`config.mk`:
```
export PLATFORM = sky130hd
export DESIGN_NAME = urv_dm_arbiter
export DESIGN_NICKNAME = d
export VERILOG_FILES = /design/src/rtl/urv_dm_arbiter.sv
export SDC_FILE = /design/constraint.sdc
export NUM_CORES = 1
export LEC_CHECK = 0
export ABC_AREA = 1
export BUFFER_PORTS_ARGS = -buffer_cell sky130_fd_sc_hd__buf_2
export CORE_AREA = 5 5 105 107
export CTS_CLUSTER_DIAMETER = 50
export DETAILED_ROUTE_END_ITERATION = 8
export DIE_AREA = 0 0 110 112
export PLACE_DENSITY = 0.51
export SLEW_MARGIN = 10
export SYNTH_ARGS = -nofsm -noshare
export SYNTH_HDL_FRONTEND = slang
export SYNTH_SLANG_ARGS = --single-unit
export TNS_END_PERCENT = 50
```
`constraint.sdc`:
```
create_clock -name clk_i -period 1 [get_ports clk_i]
set_input_delay 0.05 -clock clk_i [delete_from_list [all_inputs] [get_ports clk_i]]
set_output_delay 0.05 -clock clk_i [all_outputs]
set_load 0.01 [all_outputs]
```
`src/rtl/urv_dm_arbiter.sv`:
```
// Two-port data-memory arbiter: forwards one requester at a time onto a single memory port.
// Build option: define URV_DM_ARB_RR_EN for round-robin tie-breaking (default is fixed priority to port0).
module urv_dm_arbiter (
  input  logic        clk_i,
  input  logic        rst_n_i,

  input  logic [31:0] p0_addr_i,
  input  logic [31:0] p0_data_s_i,
  input  logic [3:0]  p0_select_i,
  input  logic        p0_load_i,
  input  logic        p0_store_i,
  output logic        p0_ready_o,

  input  logic [31:0] p1_addr_i,
  input  logic [31:0] p1_data_s_i,
  input  logic [3:0]  p1_select_i,
  input  logic        p1_load_i,
  input  logic        p1_store_i,
  output logic        p1_ready_o,

  output logic [31:0] p_data_l_o,

  output logic [31:0] m_addr_o,
  output logic [31:0] m_data_s_o,
  output logic [3:0]  m_select_o,
  output logic        m_load_o,
  output logic        m_store_o,
  input  logic        m_ready_i,
  input  logic [31:0] m_data_l_i,

  output logic [1:0]  grant_o
);

  // state | meaning
  // IDLE  | no locked owner; a pending request is granted combinationally this cycle
  // OWN0  | port0 holds the bus until memory completes
  // OWN1  | port1 holds the bus until memory completes
  typedef enum logic [1:0] {
    IDLE = 2'd0,
    OWN0 = 2'd1,
    OWN1 = 2'd2
  } state_e;

  state_e     state_q, state_d;
  logic       req0, req1;
  logic       win1;
  logic [1:0] grant;

`ifdef URV_DM_ARB_RR_EN
  logic       ptr_q, ptr_d;
`endif

  assign req0 = p0_load_i | p0_store_i;
  assign req1 = p1_load_i | p1_store_i;

  // Winner when idle: port1 wins only if port0 is silent, or on a tie when the pointer favours it.
`ifdef URV_DM_ARB_RR_EN
  assign win1 = req1 & (~req0 | ptr_q);
`else
  assign win1 = req1 & ~req0;
`endif

  always_ff @(posedge clk_i or negedge rst_n_i) begin
    if (!rst_n_i) begin
      state_q <= IDLE;
`ifdef URV_DM_ARB_RR_EN
      ptr_q   <= 1'b0;
`endif
    end else begin
      state_q <= state_d;
`ifdef URV_DM_ARB_RR_EN
      ptr_q   <= ptr_d;
`endif
    end
  end

  always_comb begin
    state_d = state_q;
    unique case (state_q)
      IDLE: begin
        if (grant[0] && !m_ready_i)      state_d = OWN0;
        else if (grant[1] && !m_ready_i) state_d = OWN1;
      end
      // A dropped request releases the bus as well as a completion does.
      OWN0: if (m_ready_i || !req0) state_d = IDLE;
      OWN1: if (m_ready_i || !req1) state_d = IDLE;
      default: state_d = IDLE;
    endcase
  end

`ifdef URV_DM_ARB_RR_EN
  always_comb begin
    ptr_d = ptr_q;
    if (p0_ready_o)      ptr_d = 1'b1;
    else if (p1_ready_o) ptr_d = 1'b0;
  end
`endif

  // Outputs are gated by the reset pin so nothing leaks out while reset is held.
  always_comb begin
    grant = 2'b00;
    if (rst_n_i) begin
      unique case (state_q)
        IDLE: begin
          if (req0 || req1) grant = win1 ? 2'b10 : 2'b01;
        end
        OWN0:    grant = 2'b01;
        OWN1:    grant = 2'b10;
        default: grant = 2'b00;
      endcase
    end
  end

  always_comb begin
    m_addr_o   = 32'h0;
    m_data_s_o = 32'h0;
    m_select_o = 4'h0;
    m_load_o   = 1'b0;
    m_store_o  = 1'b0;
    if (grant[0]) begin
      m_addr_o   = p0_addr_i;
      m_data_s_o = p0_data_s_i;
      m_select_o = p0_select_i;
      m_load_o   = p0_load_i;
      m_store_o  = p0_store_i;
    end else if (grant[1]) begin
      m_addr_o   = p1_addr_i;
      m_data_s_o = p1_data_s_i;
      m_select_o = p1_select_i;
      m_load_o   = p1_load_i;
      m_store_o  = p1_store_i;
    end
  end

  assign p0_ready_o = grant[0] & req0 & m_ready_i;
  assign p1_ready_o = grant[1] & req1 & m_ready_i;
  assign p_data_l_o = m_data_l_i;
  assign grant_o    = grant;

endmodule

```
# After elaboration in Yosys (flattened, before gate mapping)
# Index checks and enable logic that the tools add are counted.
[totals]
regBits = 2
out_inout_bits = 106
[classes]
mux = 19
n_reduce_logical = 10
n_eq_ne = 5
bitwise_logic = 8
[ops]
columns = ["operator", "count"]
rows = [
  ["$mux W32", 4],
  ["$mux W2", 7],
  ["$pmux W2 S3", 2],
  ["$mux W4", 2],
  ["$and A1 B1 Y1", 5],
  ["$mux W1", 4],
  ["$ne A2 B2 Y1 const B", 2],
  ["$logic_not A1 Y1", 3],
  ["$logic_or A1 B1 Y1", 3],
  ["$ne A3 B3 Y1 const B", 1],
  ["$reduce_and A3 Y1", 1],
  ["$eq A2 B1 Y1 const B", 1],
  ["$eq A2 B2 Y1 const B", 1],
  ["$logic_and A1 B1 Y1", 2],
  ["$logic_not A2 Y1", 1],
  ["$or A1 B1 Y1", 2],
  ["$not A1 Y1", 1],
]

# Longest topological paths before layout
# Gate-level depths: netlist (run 1).
[logic_depth]
word_depth = 11
ltp_mapped = 7
depth_no_buf = 6

# Worst setup path after synthesis (run 1)
# Ideal clock, no wire load.
[synth_path]
path_type = "register to output"
start = "register state_q[0]"
end = "output port m_addr_o[24]"
t_arrival_ps = 1085
path_slack_ps = -135
stages_incl_launch_ff = 7
path_cell_list = "dfrtp_1 nor2_1 nand2_2 nor2_8 buf_6 nand2_1 nand2_1"
[synth_between]
elab_chain_cells = 5
[synth_rtl]
columns = ["item", "line_no", "source"]
rows = [
  ["from (decl)", "44", "state_e state_q, state_d;"],
  ["from (signal assigned)", "70", "state_q <= state_d;"],
  ["$eq A2 B2 Y1 (tied with other cells)", "103", "unique case (state_q)"],
  ["$pmux W2 S3 *", "103", ""],
  ["$mux W2 *", "102", "if (rst_n_i) begin"],
  ["via grant_o[1]", "31", "output logic [1:0] grant_o"],
  ["$mux W32 *", "126", "end else if (grant[1]) begin"],
  ["$mux W32 *", "120", "if (grant[0]) begin"],
  ["to (decl)", "23", "output logic [31:0] m_addr_o,"],
]
# Mark *: on every way through the listed nets, which the timed path passes. The rest lies on a longest branch.

# Worst setup path after layout (run 1)
[layout_path]
start = "register state_q[0]"
end = "output port m_data_s_o[27]"
[layout_between]
elab_chain_cells = 5
[layout_rtl]
columns = ["item", "line_no", "source"]
rows = [
  ["$eq A2 B2 Y1 (tied with other cells)", "103", ""],
  ["$pmux W2 S3 *", "103", ""],
  ["$mux W2 *", "102", ""],
  ["$mux W32", "126", ""],
  ["$mux W32 *", "120", ""],
  ["to (decl)", "24", "output logic [31:0] m_data_s_o,"],
]
# Mark *: on every way between the ends. The rest lies on a longest branch, timed or not.

==> results, run 1 <==
- The flow ran to the end, but the final reports show violations.
- The final reports fail on setup timing.
- Setup repair after global routing could not meet its margin everywhere.
- STA classifies the critical path endpoint as an output port.
- The synthesized netlist contains 15 unique library cells.
- The area growth from synthesis to layout is 130.3%.
- For this design the ratio of total power to cell area is 595.0 mW/mm^2.
- The repair_antennas step left the layout with diodes totalling 0.
- The number of detailed-route iterations in the first pass is 4.
- The root buffer cell is clkbuf_8.
- The most common library cell in the layout ignoring fill and taps is buf_2.
- The critical setup path kind is flip-flop to output port.
- Power comes to 1.812 mW.
- The largest registers in the layout are state_q: 2 flops.
- The maximum clock frequency is 626.1 MHz.
- The worst setup path is launched from a flip-flop.
- The kind of path behind the tightest hold check is input port to output port.
- The data required time at the worst endpoint is 950 ps.
- The die footprint is 0.01232 sq mm.
- After technology mapping, the gate count stands at 282.
- The clock network fraction of total power is 17.0%.
- In this run the tightest slew margin relative to its limit is 82.92%.
- The worst-case vdd ir drop is 0.7289 mV.
- Setup violations remaining at the end of the flow were counted as 75.
- Global routing finished with a remaining overflow of 0.
- The total routed wirelength is 8087 um.
- The finished layout holds 630 standard cells, fillers aside.
- The number of placed cells counting well taps is 598.
- Summed over all cells, the static leakage comes to 1.916 nW.
- The boundary pin count is 281.
- The total area inside the core boundary comes to 0.01005 sq mm.
- Subtracting the final worst setup slack from the clock period gives 1597 ps.
- The clock passes through at most 2 buffers.
- The number of antenna violations at the first check in global routing is 1.
- The first global-routing pass estimated 11270 um of wire.
- Sequential cells burn 4.9% of the power.
- The number of nets in the layout is 671.
- Combinational logic is responsible for 78.1% of the overall power.
- Global routing consumed, over all layers together, 11.43% of the routing resources.
- The routed wirelength normalized by instance count is 12.84 um.
- The pin count of the biggest net entering global routing is 20.
- The slew of the pin with the lowest slew margin is 255.2 ps.
- The register with the highest flop count is state_q.
- The count of clock tree sinks is 2.
- The count of buffers inserted at the top-level ports is 216.
- Yosys printed 0 warnings.
- Max-cap violations in this run came to 0.
- In this run the vertical extent of the chip is 112 um.
- The fraction of layout cells with a size suffix above 1 is 66.40%.
- The worst clock skew is 3.243 ps.
- The worst slack on hold paths is 100.0 ps.
- In the layout the commonest cells are buf_2 (209), nand2_1 (152), nand2_2 (60).
- The final number of hold-violating endpoints is 0.
- The CTS buffer count is 3.
- The detailed-route vias per instance is 3.943.
- The TritonCTS clock tree is yes.
- The number of global-route vias before repair is 2350.
- The placer's final routability congestion estimate is 0.7616.
- The clock transition at the register clock pins on the worst setup and hold paths after CTS is 30 ps.
- The floorplan step set the die width to 110 um.
- In the routed design, unresolved DRC markers number 0.
- The H-tree depth reported by CTS is 1.
- The internal power of the cells totals 1.081 mW.
- After synthesis, flip-flops and latches occupy 3.784% of the total area.
- The switching fraction of total power is 40.33%.
- The HPWL reported at the end of detailed placement is 5536 um.
- The clock reaches the later pin of the worst-skew pair after 210 ps.
- The reported net switching power is 730.9 uW.
- The post-synthesis cell area is 0.001323 sq mm.
- The net count after synthesis is 457.
- The worst setup slack after placement is -821.5 ps.
- The number of pins exceeding their max-slew limit in the final report is 0.
- The critical-path maximum fanout is 6.
- After synthesis, the mean cell area works out to 4.690 sq um.
- The portion of the clock cycle consumed by the worst path in the final layout is 159.7%.
- In this run the core area contains 37 standard-cell rows.
- The arrival time reported for the critical path endpoint is 1550 ps.
- The total via count after detailed routing is 2484.
- The flip-flop count of the largest register after layout is 2.
- In this run the remaining antenna-violating nets after routing total 0.
- The starting density of the core is 13.16%.
- The post-synthesis sequential element count is 2.
- Setup slack on the critical path of the routed design comes to -597.1 ps.
- In this run, the number of DRC markers left after iteration 0 of detailed routing was 98.
Yosys cell counts:
cell / n / area [sq um]
nor4_1: 1 / 6.260
nor3_1: 1 / 5.000
nor2_2: 2 / 12.51
nand2_1: 214 / 803.3
buf_6: 7 / 78.83
inv_1: 4 / 15.01
buf_2: 7 / 35.03
buf_4: 32 / 240.2
o2111a_1: 1 / 11.26
nand4_1: 2 / 12.51
dfrtp_1: 2 / 50.05
nor2_8: 1 / 20.02
nand2_2: 1 / 6.260
nor2_1: 4 / 15.01
inv_2: 3 / 11.26
layout make-up:
class	count	area, sq um
Tap cell	136	170.2
Clock buffer	3	41.29
Timing Repair Buffer	252	1638
Fill cell	1148	7000
Sequential cell	2	50.05
Multi-Input combinational cell	230	1115
Inverter	7	31.28
what timing repair did:
action	4_1_cts	5_1_grt
endpoints found under the setup margin	75	76
buffers inserted	22	0
hold buffers	1	0
endpoints found under the hold margin	2	0
pin swaps	9	9
resized for setup	34	12
gates cloned	7	0
stage by stage:
stage	area [sq um]	TNS, ps	utilization [%]
finish	3045	-40170	30.32
global route	3045	-46480	30.32
CTS	2998	-41000	29.84
detailed placement	2440	-54860	24.29
global placement	2440	-51710	24.29
floorplan	1430	-8884	-
worst max-delay path, cell delays in order (launching register included):
cell     delay [ps]
dfrtp_1         380
buf_6           130
inv_4            40
nand2_2          40
nand2_2          80
inv_4            60
buf_12          130
buf_12          120
buf_16          140
nand2_2          50
nand2_1          50
buf_2           130
power by group through the flow:
| stage | Clock, mW | Combinational (mW) | Sequential, mW |
|---|---|---|---|
| floorplan | 0 | 0.633 | 0.0903 |
| global placement | 0 | 1.07 | 0.0882 |
| detailed placement | 0 | 1.09 | 0.0884 |
| CTS | 0.316 | 1.42 | 0.0881 |
| global route | 0.333 | 1.54 | 0.0886 |
| finish | 0.308 | 1.42 | 0.0884 |
cells by family (layout without fill, tap and decap cells):
kind of cell,Yosys count,in the layout,share of synthesized area [%]
DFF,2,2,3.784
and+or+nand+nor,226,229,66.60
buffers and inverters,53,262,28.76
AOI/OAI and AO/OA,1,1,0.8514
per-layer routing:
layer	GRT usage, %	share of wire (%)	vias up
li1	-	-	1237
met1	13.00	38	1091
met3	2.725	11	18
met4	2.161	1.2	2
met2	21.28	50	136
met5	0	0.23	-
worst paths after layout:
kind | start | endpoint | slack (ps) | cells after the start
setup / recovery | state_q[0] | m_data_s_o[27] | -600 | 11
hold / removal | m_data_l_i[1] | p_data_l_o[1] | 100 | 0
setup reg to reg | state_q[1] | state_q[1] | -280 | 8
hold reg to reg | state_q[0] | state_q[1] | 690 | 4
max in group asynchronous | rst_n_i | state_q[1] | 640 | 3
min in group asynchronous | rst_n_i | state_q[0] | 270 | 3
No activity file was read; power rests on OpenSTA's default activity.
==> inputs of run 2 (changes only) <==
--- a/config.mk
+++ b/config.mk
@@ -12,6 +12,7 @@
 export DETAILED_ROUTE_END_ITERATION = 8
 export DIE_AREA = 0 0 110 112
 export PLACE_DENSITY = 0.51
+export SETUP_SLACK_MARGIN = 0.5
 export SLEW_MARGIN = 10
 export SYNTH_ARGS = -nofsm -noshare
 export SYNTH_HDL_FRONTEND = slang
==> results, run 2 (same netlist as run 1, synthesis figures left out) <==
- The flow ran to the end, but the final reports show violations.
- The final reports fail on setup timing.
- The boundary pin count came to 281 (unchanged).
- The routed wirelength normalized by instance count is 13.28 um (+3.5%).
- The worst clock skew is 0.9047 ps (-2.338 ps).
- The critical path startpoint category is a flip-flop.
- The detailed-route vias per instance is 3.875 (-1.7%).
- The number of global-route vias before repair came to 2264 (-3.7%).
- The count of buffers inserted at the top-level ports came to 216 (unchanged).
- The portion of total power attributed to sequential cells is 4.8% (about the same).
- The count of clock tree sinks is 2 (unchanged).
- The fraction of layout cells with a size suffix above 1 is 68.61% (+2.2 points).
- The final setup slack of the worst path is -557.3 ps (+39.83 ps).
- The register with the highest flop count is state_q.
- The flip-flop count of the largest register after layout is 2 (unchanged).
- The power per standard cell area is 582.4 mW/mm^2 (-2.1%).
- The cell with the biggest individual delay on the critical path is dfrtp_1.
- TritonCTS built the clock tree.
- The worst-case vdd ir drop is 0.4976 mV (-32%).
- The headroom to the max-slew limit is 80.65% (-2.3 points).
- The met3 usage in global routing came to 2.261% (-0.46 points).
- The total routed wirelength came to 8195 um (+1.3%).
- The peak per-stage delay on the critical path came to 390 ps (about the same).
- The critical path is of the flip-flop to output port type.
- The static power due to leakage was 1.977 nW (+3.2%).
- Compared with the post-synthesis result, the final layout area differs by 143.3%.
- The number of nets in the layout came to 658 (-1.9%).
- The HPWL reported at the end of detailed placement is 5522 um (-0.24%).
- The arrival time reported for the critical path endpoint is 1510 ps (-40 ps).
- In the final layout, the registers with the most flip-flops are state_q: 2 flops.
- The number of antenna violations at the first check in global routing is 0 (-1).
- The die footprint is 0.01232 sq mm (unchanged).
- The tightest min-delay check is of the input port to output port type.
- The antenna diode count is 0 (unchanged).
- The instance count along the most critical hold path is 0 (unchanged).
- The global routing usage summed across all routing layers came to 10.04% (-1.4 points).
- The data required time at the worst endpoint is 950 ps (about the same).
- The maximum root-to-sink buffer count is 2 (unchanged).
- The layout filler cell count is 1099 (-4.3%).
- The layer flagged by global routing as most heavily used is met2.
- The number of endpoints failing setup at the final stage is 75 (unchanged).
- The number of placed cells counting well taps came to 598 (unchanged).
- Leaving out fill and tap cells, the most frequent cell in the layout is buf_2.
- The post-route antenna net violation count is 0 (unchanged).
- The final number of hold-violating endpoints is 0 (unchanged).
- The final standard cell count with taps included and fillers excluded is 617 (-2.1%).
- The critical-path maximum fanout is 9 (+3).
- Walking the worst path, the cells encountered are nor2_2 -> nand2_4 -> nor2_8 -> buf_12 -> clkbuf_16 -> nand2_2 -> nand2_2 -> buf_6.
- The first-pass GRT wire length is 10160 um (-9.9%).
- The number of detailed-route iterations in the first pass is 4 (unchanged).
- The worst slack on hold paths was 100.0 ps (unchanged).
- The CTS buffer count is 3 (unchanged).
- The max-capacitance violation count is 0 (unchanged).
- The width of the die is 110 um (unchanged).
- The switching fraction of total power was 39.97% (-0.36 points).
- The remaining design rule violation count is 0 (unchanged).
- The design internal power came to 1.125 mW (+4.0%).
- The share of power burned in combinational logic came to 78.4% (+0.3 points).
- The time the worst path needs with I/O delays and setup is 1557 ps (-39.83 ps).
- The root buffer cell is clkbuf_8.
- The later-pin clock latency in the skew report is 210 ps (about the same).
- The total congestion overflow is 0 (unchanged).
- Setup repair after global routing could not meet its margin everywhere.
- The total via count after detailed routing is 2391 (-3.7%).
- The number of rows in the core area is 37 (unchanged).
- The fraction of met1 tracks used by global routing is 11.61% (-1.4 points).
- The slew of the pin with the lowest slew margin was 289.9 ps (+34.71 ps).
- The detailed router's first-iteration violation count is 91 (-7.1%).
- In the layout the commonest cells are buf_2 (175), nand2_1 (139), nand2_2 (64).
- The number of pins exceeding their max-slew limit in the final report was 0 (unchanged).
- The pin count of the biggest net entering global routing came to 38 (+90%).
- The met2 capacity usage during global routing is 18.45% (-2.8 points).
- The portion of the clock cycle consumed by the worst path in the final layout is 155.7% (-4.0 points).
- The total power is 1.874 mW (+3.4%).
- The clock network fraction of total power came to 16.8% (-0.2 points).
- The clock transition at the register clock pins on the worst setup and hold paths after CTS was 30 ps (about the same).
- The reported net switching power came to 749.1 uW (+2.5%).
- The area of the core is 0.01005 sq mm (unchanged).
- The H-tree depth reported by CTS was 1 (unchanged).
- The starting density of the core is 13.16% (unchanged).
- The most used cell along the critical path is nand2_2.
- The worst setup path is captured at an output port.
- The worst-case reg-to-reg path depth came to 7 (-1).
- The placer's final routability congestion estimate is 0.8243 (+8.2%).
- The maximum clock frequency was 642.1 MHz (+2.6%).
- The vertical extent of the die was 112 um (unchanged).
[run 2: changes by cell type in the layout (fill, tap and decap cells not counted), moves of 2 or more]
cell	before	now
buf_2	209	175
buf_6	13	41
nand2_1	152	139
nand2_4	3	12
clkbuf_16	0	7
buf_12	11	5
nand2_2	60	64
nor2_4	5	1
buf_16	4	1
buf_4	14	11
inv_4	2	0
[run 2: layer usage]
| layer | share of wire (%) | wire length [um] | up-vias |
|---|---|---|---|
| li1 | - | - | 1205 |
| met2 | 52 | 4247 | 141 |
| met3 | 10 | 820 | 14 |
| met4 | 1.2 | 96 | 0 |
| met5 | 0 | 0 | - |
| met1 | 37 | 3031 | 1031 |
[run 2: repair_timing]
item / in CTS / in global routing
setup endpoints to repair: 76 / 76
cloned: 2 / 7
hold buffers: 1 / 0
gates resized for setup: 23 / 69
buffers inserted: 3 / 3
pin swaps: 2 / 8
endpoints found under the hold margin: 2 / 0
[run 2: final cells by class]
type	instances	area, sq um	area share (%)
clock buffer	3	41.29	1.283
inverter	7	31.28	0.9720
timing repair buffer	242	1765	54.86
tap	136	170.2	5.288
multi-input combinational	227	1159	36.00
sequential	2	51.30	1.594
[run 2: final timing paths]
path	slack, ps	to	startpoint
min in group asynchronous	280	state_q[0]	rst_n_i
setup / recovery	-560	m_addr_o[9]	state_q[0]
setup reg to reg	-250	state_q[1]	state_q[1]
hold / removal	100	p_data_l_o[11]	m_data_l_i[11]
hold reg to reg	710	state_q[1]	state_q[0]
max in group asynchronous	570	state_q[1]	rst_n_i
[run 2: metrics by stage]
| step | cell area [sq um] | util, % | setup TNS, ps | worst slack (ps) |
|---|---|---|---|---|
| global placement | 2457 | 24.46 | -20870 | -330.0 |
| finish | 3218 | 32.03 | -38640 | -557.3 |
| global route | 3218 | 32.03 | -43500 | -615.6 |
| floorplan | 1435 | - | -8866 | -133.5 |
| detailed placement | 2457 | 24.46 | -22860 | -352.8 |
| CTS | 2723 | 27.10 | -39160 | -559.4 |
[run 2: critical path: cells and delay by family (launching register included)]
| kind | cells | cell delay, ps |
|---|---|---|
| buf+inv | 3 | 450 |
| simple gates | 5 | 460 |
| flops | 1 | 390 |
[run 2: power groups by stage]
stage                     Sequential, mW  Clock, mW  Combinational [mW]
after floorplan                   0.0903          0               0.636
after global placement            0.0901          0                1.08
after detailed placement          0.0905          0                1.09
after CTS                         0.0905      0.327                1.21
after global routing              0.0903      0.329                1.59
final                             0.0901      0.315                1.47
